===== src/rtl/ysyx_22050039_lsu_if.sv =====
// ysyx_22050039_lsu_if: single-beat 64-bit data-memory port between the LSU (master) and memory (slave)
interface ysyx_22050039_lsu_if;
   logic        mem_valid;
   logic        mem_ready;
   logic        mem_wen;
   logic [63:0] mem_addr;
   logic [63:0] mem_wdata;
   logic [7:0]  mem_wmask;
   logic        mem_rvalid;
   logic [63:0] mem_rdata;
   modport master (
      output mem_valid, mem_wen, mem_addr, mem_wdata, mem_wmask,
      input  mem_ready, mem_rvalid, mem_rdata
   );
   modport slave (
      input  mem_valid, mem_wen, mem_addr, mem_wdata, mem_wmask,
      output mem_ready, mem_rvalid, mem_rdata
   );
endinterface


===== src/rtl/ysyx_22050039_lsu.sv =====
// ysyx_22050039_lsu: one-at-a-time load/store unit with lane steering, load extension and misalign detection
module ysyx_22050039_lsu #(
   parameter int XLEN = 64
) (
   input  logic                clk,
   input  logic                rst,
   input  logic                i_req_valid,
   output logic                o_req_ready,
   input  logic                i_req_wen,
   input  logic [1:0]          i_req_size,
   input  logic                i_req_unsigned,
   input  logic [XLEN-1:0]     i_req_addr,
   input  logic [XLEN-1:0]     i_req_wdata,
   ysyx_22050039_lsu_if.master mem,
   output logic                o_rsp_valid,
   output logic                o_rsp_err,
   output logic [XLEN-1:0]     o_rsp_rdata
);
   typedef enum logic [1:0] {IDLE, CMD, RDATA, RESP} state_t;
   state_t          r_state, w_next;
   logic            r_wen, r_uns, r_err;
   logic [1:0]      r_size;
   logic [XLEN-1:0] r_addr, r_wdata, r_rdata;
   logic [2:0]      w_amask;
   logic            w_mis, w_accept;
   logic [7:0]      w_bytes;
   logic [63:0]     w_raw, w_b, w_h, w_w, w_ext;
   assign w_amask  = i_req_size == 2'd0 ? 3'd0 : i_req_size == 2'd1 ? 3'd1 : i_req_size == 2'd2 ? 3'd3 : 3'd7;
   assign w_mis    = |(i_req_addr[2:0] & w_amask);
   assign w_accept = r_state == IDLE && i_req_valid;
   assign w_bytes  = r_size == 2'd0 ? 8'h01 : r_size == 2'd1 ? 8'h03 : r_size == 2'd2 ? 8'h0F : 8'hFF;
   assign w_raw    = mem.mem_rdata >> {r_addr[2:0], 3'b000};
   assign w_b      = r_uns ? 64'(w_raw[7:0])  : {{56{w_raw[7]}},  w_raw[7:0]};
   assign w_h      = r_uns ? 64'(w_raw[15:0]) : {{48{w_raw[15]}}, w_raw[15:0]};
   assign w_w      = r_uns ? 64'(w_raw[31:0]) : {{32{w_raw[31]}}, w_raw[31:0]};
   assign w_ext    = r_size == 2'd0 ? w_b : r_size == 2'd1 ? w_h : r_size == 2'd2 ? w_w : w_raw;
   // state register; reset abandons any transaction in flight
   always_ff @(posedge clk) begin
      if (rst) r_state <= IDLE;
      else     r_state <= w_next;
   end
   // next-state: misaligned requests skip memory and go straight to the response
   always_comb begin
      w_next = r_state;
      case (r_state)
         IDLE:    w_next = i_req_valid ? (w_mis ? RESP : CMD) : IDLE;
         CMD:     w_next = mem.mem_ready ? (r_wen ? RESP : RDATA) : CMD;
         RDATA:   w_next = mem.mem_rvalid ? RESP : RDATA;
         default: w_next = IDLE;
      endcase
   end
   // request capture on accept and load-data capture on read return
   always_ff @(posedge clk) begin
      if (rst) begin
         r_wen   <= 1'b0;
         r_uns   <= 1'b0;
         r_err   <= 1'b0;
         r_size  <= 2'd0;
         r_addr  <= '0;
         r_wdata <= '0;
         r_rdata <= '0;
      end else if (w_accept) begin
         r_wen   <= i_req_wen;
         r_uns   <= i_req_unsigned;
         r_err   <= w_mis;
         r_size  <= i_req_size;
         r_addr  <= i_req_addr;
         r_wdata <= i_req_wdata;
         r_rdata <= '0;
      end else if (r_state == RDATA && mem.mem_rvalid) begin
         r_rdata <= w_ext;
      end
   end
   // outputs: command fields come straight from the captured request so they stay stable while stalled
   always_comb begin
      o_req_ready   = r_state == IDLE;
      mem.mem_valid = r_state == CMD;
      mem.mem_wen   = r_wen;
      mem.mem_addr  = {r_addr[XLEN-1:3], 3'b000};
      mem.mem_wdata = r_wdata << {r_addr[2:0], 3'b000};
      mem.mem_wmask = r_wen ? w_bytes << r_addr[2:0] : 8'h00;
      o_rsp_valid   = r_state == RESP;
      o_rsp_err     = r_state == RESP && r_err;
      o_rsp_rdata   = r_state == RESP ? r_rdata : '0;
   end
endmodule


===== src/flat_wrapper.sv =====
// flat-port wrapper written by rule: the top's interface ports become plain ports
module ysyx_22050039_lsu_flat 
#(
   parameter int XLEN = 64
)
  (clk, rst, i_req_valid, o_req_ready, i_req_wen, i_req_size, i_req_unsigned, i_req_addr, i_req_wdata, o_rsp_valid, o_rsp_err, o_rsp_rdata, mem_mem_valid, mem_mem_wen, mem_mem_addr, mem_mem_wdata, mem_mem_wmask, mem_mem_ready, mem_mem_rvalid, mem_mem_rdata);
  ysyx_22050039_lsu_if mem_i ();
  input  logic clk;
  input  logic rst;
  input  logic i_req_valid;
  output logic o_req_ready;
  input  logic i_req_wen;
  input  logic [1:0] i_req_size;
  input  logic i_req_unsigned;
  input  logic [XLEN-1:0] i_req_addr;
  input  logic [XLEN-1:0] i_req_wdata;
  output logic o_rsp_valid;
  output logic o_rsp_err;
  output logic [XLEN-1:0] o_rsp_rdata;
  output wire logic [$bits(mem_i.mem_valid)-1:0] mem_mem_valid;
  output wire logic [$bits(mem_i.mem_wen)-1:0] mem_mem_wen;
  output wire logic [$bits(mem_i.mem_addr)-1:0] mem_mem_addr;
  output wire logic [$bits(mem_i.mem_wdata)-1:0] mem_mem_wdata;
  output wire logic [$bits(mem_i.mem_wmask)-1:0] mem_mem_wmask;
  input wire logic [$bits(mem_i.mem_ready)-1:0] mem_mem_ready;
  input wire logic [$bits(mem_i.mem_rvalid)-1:0] mem_mem_rvalid;
  input wire logic [$bits(mem_i.mem_rdata)-1:0] mem_mem_rdata;
  assign mem_mem_valid = mem_i.mem_valid;
  assign mem_mem_wen = mem_i.mem_wen;
  assign mem_mem_addr = mem_i.mem_addr;
  assign mem_mem_wdata = mem_i.mem_wdata;
  assign mem_mem_wmask = mem_i.mem_wmask;
  assign mem_i.mem_ready = mem_mem_ready;
  assign mem_i.mem_rvalid = mem_mem_rvalid;
  assign mem_i.mem_rdata = mem_mem_rdata;
  ysyx_22050039_lsu #(.XLEN(XLEN)) u_core (.clk(clk), .rst(rst), .i_req_valid(i_req_valid), .o_req_ready(o_req_ready), .i_req_wen(i_req_wen), .i_req_size(i_req_size), .i_req_unsigned(i_req_unsigned), .i_req_addr(i_req_addr), .i_req_wdata(i_req_wdata), .mem(mem_i), .o_rsp_valid(o_rsp_valid), .o_rsp_err(o_rsp_err), .o_rsp_rdata(o_rsp_rdata));
endmodule

===== config.mk =====
export PLATFORM = sky130hd
export DESIGN_NAME = ysyx_22050039_lsu_flat
export DESIGN_NICKNAME = d
export VERILOG_FILES = /design/src/rtl/ysyx_22050039_lsu_if.sv /design/src/rtl/ysyx_22050039_lsu.sv /design/src/flat_wrapper.sv
export SDC_FILE = /design/constraint.sdc
export NUM_CORES = 1
export LEC_CHECK = 0
export BUFFER_PORTS_ARGS = -buffer_cell sky130_fd_sc_hd__buf_4
export CELL_PAD_IN_SITES_DETAIL_PLACEMENT = 0
export CELL_PAD_IN_SITES_GLOBAL_PLACEMENT = 1
export CORE_ASPECT_RATIO = 0.8
export CORE_MARGIN = 10
export CORE_UTILIZATION = 37
export CTS_CLUSTER_DIAMETER = 80
export CTS_CLUSTER_SIZE = 10
export DETAILED_ROUTE_END_ITERATION = 16
export PLACE_DENSITY = 0.92
export RECOVER_POWER = 25
export SLEW_MARGIN = 20
export SYNTH_ARGS = -nofsm -noshare
export SYNTH_HDL_FRONTEND = slang
export SYNTH_SLANG_ARGS = --single-unit
export TNS_END_PERCENT = 1

===== constraint.sdc =====
create_clock -name clk -period 3.01 [get_ports clk]
set_input_delay 0.1505 -clock clk [delete_from_list [all_inputs] [get_ports clk]]
set_output_delay 0.1505 -clock clk [all_outputs]
set_load 0.02 [all_outputs]

* Yosys cells after proc, flatten, opt, wreduce, memory -nomap -nowiden
Index checks and enable logic that the tools add are counted.
** Word-level totals
- Register bits after elaboration :: 199
- Output and inout bits :: 205
- Logic and storage cells :: 47
** Operators by class
- Eq/ne operators :: 7
- Shift-type cells :: 3
- Mux-type cells :: 20
- Bitwise operators :: 1
- Reductions and logical operators :: 8
** Operators by type and width (number)
- $mux W64 :: 7
- $shl A64 B6 Y64 :: 1
- $shr A64 B6 Y64 :: 1
- $mux W8 :: 4
- $mux W3 :: 3
- $eq A2 B2 Y1 const B :: 4
- $shl A8 B3 Y8 :: 1
- $eq A2 B1 Y1 const B :: 3
- $logic_not A2 Y1 :: 3
- $mux W2 :: 3
- $pmux W2 S3 :: 1
- $and A3 B3 Y3 :: 1
- $logic_and A1 B1 Y1 :: 3
- $reduce_or A3 Y1 :: 1
- $mux W1 :: 2
- $reduce_or A2 Y1 :: 1

* Longest topological paths before layout
- Depth after elaboration :: 9
- Gate-level depth with buffers :: 9
- Gate-level depth less buffers :: 5

* Least setup slack after synthesis
OpenSTA, ideal clock, no wires.
- Path kind :: reg2out
- Start :: reg u_core.r_addr[0]
- End :: out mem_mem_wdata[53]
- Data arrival time :: 1.770 ns
- Required time :: 2.859 ns
- Slack :: 1.089 ns
- Cell stages (with the launch flop) :: 8
- Path through :: dfxtp_1 -> buf_4 -> buf_6 -> buf_4 -> buf_2 -> buf_2 -> o21ai_0 -> o21ai_0
** On the way
- Cells in the longest elaborated chain, start to end :: 1
** RTL lines
- start, declared :: RTL line ysyx_22050039_lsu.sv:23 : logic [XLEN-1:0] r_addr, r_wdata, r_rdata;
- start signal, assigned :: RTL line ysyx_22050039_lsu.sv:67 : r_addr <= i_req_addr;
- $shl A64 B6 Y64 :: RTL line ysyx_22050039_lsu.sv:80 : mem.mem_wdata = r_wdata << {r_addr[2:0], 3'b000};
- end, declared :: RTL line flat_wrapper.sv:23 : output wire logic [$bits(mem_i.mem_wdata)-1:0] mem_mem_wdata;
Every way passes these cells.

* Worst setup path after layout
- Start :: reg u_core.r_addr[1]
- End :: out mem_mem_wdata[51]
Same word-level chain as after synthesis.

==> results.md <==
* Flops & latches, synth at 199
* Post-synth top cells: 346 x sky130_fd_sc_hd__nand2_1, 202 x sky130_fd_sc_hd__a21oi_1, 199 x sky130_fd_sc_hd__dfxtp_1, 100 x sky130_fd_sc_hd__mux2i_1, 95 x sky130_fd_sc_hd__o21ai_0
* Antenna violations before repair at 1
* Final #Nets at 2149
* Number of pins exceeding their max-slew limit in the final report at 0
* Vias in the first global route at 12702
* Start-to-end type of the worst setup path: reg -> out
* Worst Hold Launch: mem_mem_rdata[59]
* Max layer used: met4
* Status: complete, no violations
* Worst slew margin relative to its limit at 0.1851
* Reported max-cap violation count at 0
* Maximum achievable frequency at 344.9 MHz
* Type of the tightest min-delay check: in -> reg
* Final hold violation count at 0
* Met2 Routed Length at 23.57 mm
* Final setup viols at 0
* Delay of the slowest cell on the worst path at 760 ps
* Core Area at 31710 sq um
* Most instantiated library cell after synthesis: sky130_fd_sc_hd__nand2_1
* Clock tree from TritonCTS: built
* Routability congestion estimate from global placement at 0.9550
* Final period utilization at 0.9633
* Distinct cells, synth at 57
* Mean instance size in the synthesized netlist at 7.634 sq um
* Crit Path Max Fanout at 69
* Final critical-path required period at 2900 ps
* Arrival time at the worst endpoint at 2750 ps
* Area added between synthesis and finish at 36.15%
* Via total after detailed routing at 13013
* Min Hold Slack at 33.24 ps
* Total number of placement rows at 58
* Overflow after GRT at 0
* Horizontal die dimension at 221.2 um
* Async set-reset flop share out of synthesis at 0
* Clock latency reported for the late side of the worst-skew pair at 450 ps
* Num CTS Buffers at 17
* Master of the slowest instance on the critical path: sky130_fd_sc_hd__dfxtp_4
* Final core occ at 0.5146
* Maximum number of pins on one net before global-route repair at 105
* Leakage power figure at 6.708 nW
* Ordered list of cells on the worst path: buf_12, mux2i_1, nor2_1, a21oi_1, o21ai_0, buf_4
* Count of port buffers added during placement at 402
* Total detailed-routing wirelength at 53.07 mm
* Launch instance of the worst register-to-register path: u_core.r_addr[0]$_SDFFE_PP0P_
* Metal1 wirelength at 23.52 mm
* Area leader, netlist: sky130_fd_sc_hd__dfxtp_1
* Buffer levels on the longest clock path at 2
* Filler Cells Inserted at 3029
* Endpoint class of the critical path: primary output
* Startpoint Class: flop
* DRC violations left at 0
* Tot GR Track Use at 0.2499
* Number of sinks handled by clock tree synthesis at 199
* Clock tree skew after final layout at 14.58 ps
* Power per cell area at 467.2 nW/um^2
* Endpoint of the worst-slack reg-to-reg timing path: u_core.r_rdata[14]$_SDFFE_PP0P_
* Hold path endpoint: u_core.r_rdata[59]$_SDFFE_PP0P_
* Top cell type's share of synthesized area at 0.3324
* CP Data Required Time at 2860 ps
* Worst ir drop on vdd at 374.7 uV
* H-tree depth at 4
* First-pass iteration count of the detailed router at 5
* Effective utilization at floorplan at 0.3779
* R2R depth at 6
* Vert. Die Dim at 181.0 um
* Vias per inst at 5.463
* Clock Pin Slew Worst Setup and Hold Paths at 80 ps
* Number of flops mapped to enable cells by yosys at 0
* Synthesized cell area at 11990 sq um
* FF-to-FF setup slack at 370 ps
* Post-CTS setup buffer count at 0
* Layout cells sized above 1 at 0.2509
* Worst hold path depth at 3
* Count of antenna-violating nets left after detailed routing at 0
* Die ar. at 40040 sq um
* Number of instances in the synthesized netlist at 1570
* DPL Wire Length at 38.20 mm
* Clock root buffer master: sky130_fd_sc_hd__clkbuf_16
* Synth Warn # at 0
* Transition at the pin with the smallest max-transition slack at 1222 ps
* Routed met3 length at 4.634 mm
* Dominant register cell in the synthesized netlist: sky130_fd_sc_hd__dfxtp_1
* Setup_tns at 0 ps
* DRC marker count from the first detailed-route iteration at 1334
* Num ports at 406
* Setup repair after global routing missed its margin: false
* Wirelength per Cell at 22.28 um
* Post-synthesis sequential area ratio at 0.3324
* Wire length of the first global-routing pass at 79.26 mm
* Top area cells in the synthesized netlist: sky130_fd_sc_hd__dfxtp_1 33%, sky130_fd_sc_hd__nand2_1 11%, sky130_fd_sc_hd__a21oi_1 8.4%, sky130_fd_sc_hd__mux2i_1 8.4%, sky130_fd_sc_hd__buf_4 4.8%
==> worst max-delay path, delay by kind of cell, from the launching register on <==
family | cells | cell delay [ps]
flops | 1 | 760
simple gates | 1 | 70
mux | 1 | 500
compound gates | 2 | 310
buf+inv | 2 | 610
==> layout make-up <==
cell class              instances  area [sq um]  area share
diodes                          1         2.502   0.0001534
clock buffers                  18         429.2     0.02630
clock inverters                14         175.2     0.01073
inverters                       9         33.78    0.002070
multi-input cells            1160          6804      0.4170
flip-flops and latches        199          3994      0.2447
well taps                     420         525.5     0.03220
repair buffers                561          4354      0.2668
==> worst max path at each step <==
stage                                       start                end  cells after the start
detailed placement  u_core.r_addr[1]$_SDFFE_PP0P_  mem_mem_wdata[51]                      6
global route        u_core.r_addr[1]$_SDFFE_PP0P_  mem_mem_wdata[51]                      6
floorplan           u_core.r_addr[0]$_SDFFE_PP0P_  mem_mem_wdata[53]                      7
finish              u_core.r_addr[1]$_SDFFE_PP0P_  mem_mem_wdata[51]                      6
global placement    u_core.r_addr[1]$_SDFFE_PP0P_  mem_mem_wdata[51]                      6
CTS                 u_core.r_addr[1]$_SDFFE_PP0P_  mem_mem_wdata[51]                      6
==> timing repair <==
action / CTS / global route
resized for setup: 0 / 0
endpoints found under the hold margin: 134 / 0
hold buffers: 134 / 0
endpoints found under the setup margin: 0 / 0
==> power by group <==
part / internal [W] / switching [W] / leakage [nW]
combinational: 0.000893 / 0.00131 / 4.79
clock: 0.00120 / 0.00119 / 0.292
sequential: 0.00281 / 0.000213 / 1.63
total: 0.00490 / 0.00272 / 6.71
==> per-layer routing <==
layer | track usage | vias to the layer above
li1 | - | 6142
met1 | 0.3355 | 6114
met2 | 0.3829 | 680
met3 | 0.06307 | 77
met4 | 0.08042 | 0
met5 | 0 | -
==> through the flow <==
step	worst slack [ps]	power (W)	instance area (sq um)	cells
detailed placement	613.1	0.005151	14640	2215
finish	110.4	0.007624	16320	2382
floorplan	1089	0.004350	11990	1572
CTS	123.0	0.007698	16580	2381
global route	6.293	0.007948	16320	2382
global placement	655.4	0.005130	14640	2215
==> flip-flops by register name, indices dropped and copies added, names as in the netlist <==
name                cells
u_core.mem.mem_wen      1
u_core.r_addr          64
u_core.r_err            1
u_core.r_rdata         64
u_core.r_size           2
u_core.r_state          2
u_core.r_uns            1
u_core.r_wdata         64
==> placed cells by master (no fill, tap or decap), drive strengths merged, types with 10 or more instances in the layout <==
cell	count
mux2i	100
nor2b	25
mux2	40
nor2	81
dfxtp	199
nand2	347
clkbuf	88
o21ai	95
buf	357
inv	18
and3	67
a211oi	28
o22ai	23
dlygate4sd3	134
and2	17
a21oi	233
a31oi	10
o211ai	14
==> cell families after synthesis <==
family | after synthesis | synth area share
buffers and inverters | 213 | 0.1015
flip-flops | 199 | 0.3324
other | 1 | 0.0003129
multiplexers | 147 | 0.1346
AND/OR/NAND/NOR | 567 | 0.2101
AO/OA/AOI/OAI | 443 | 0.2211
No activity file was read; power rests on OpenSTA's default activity.
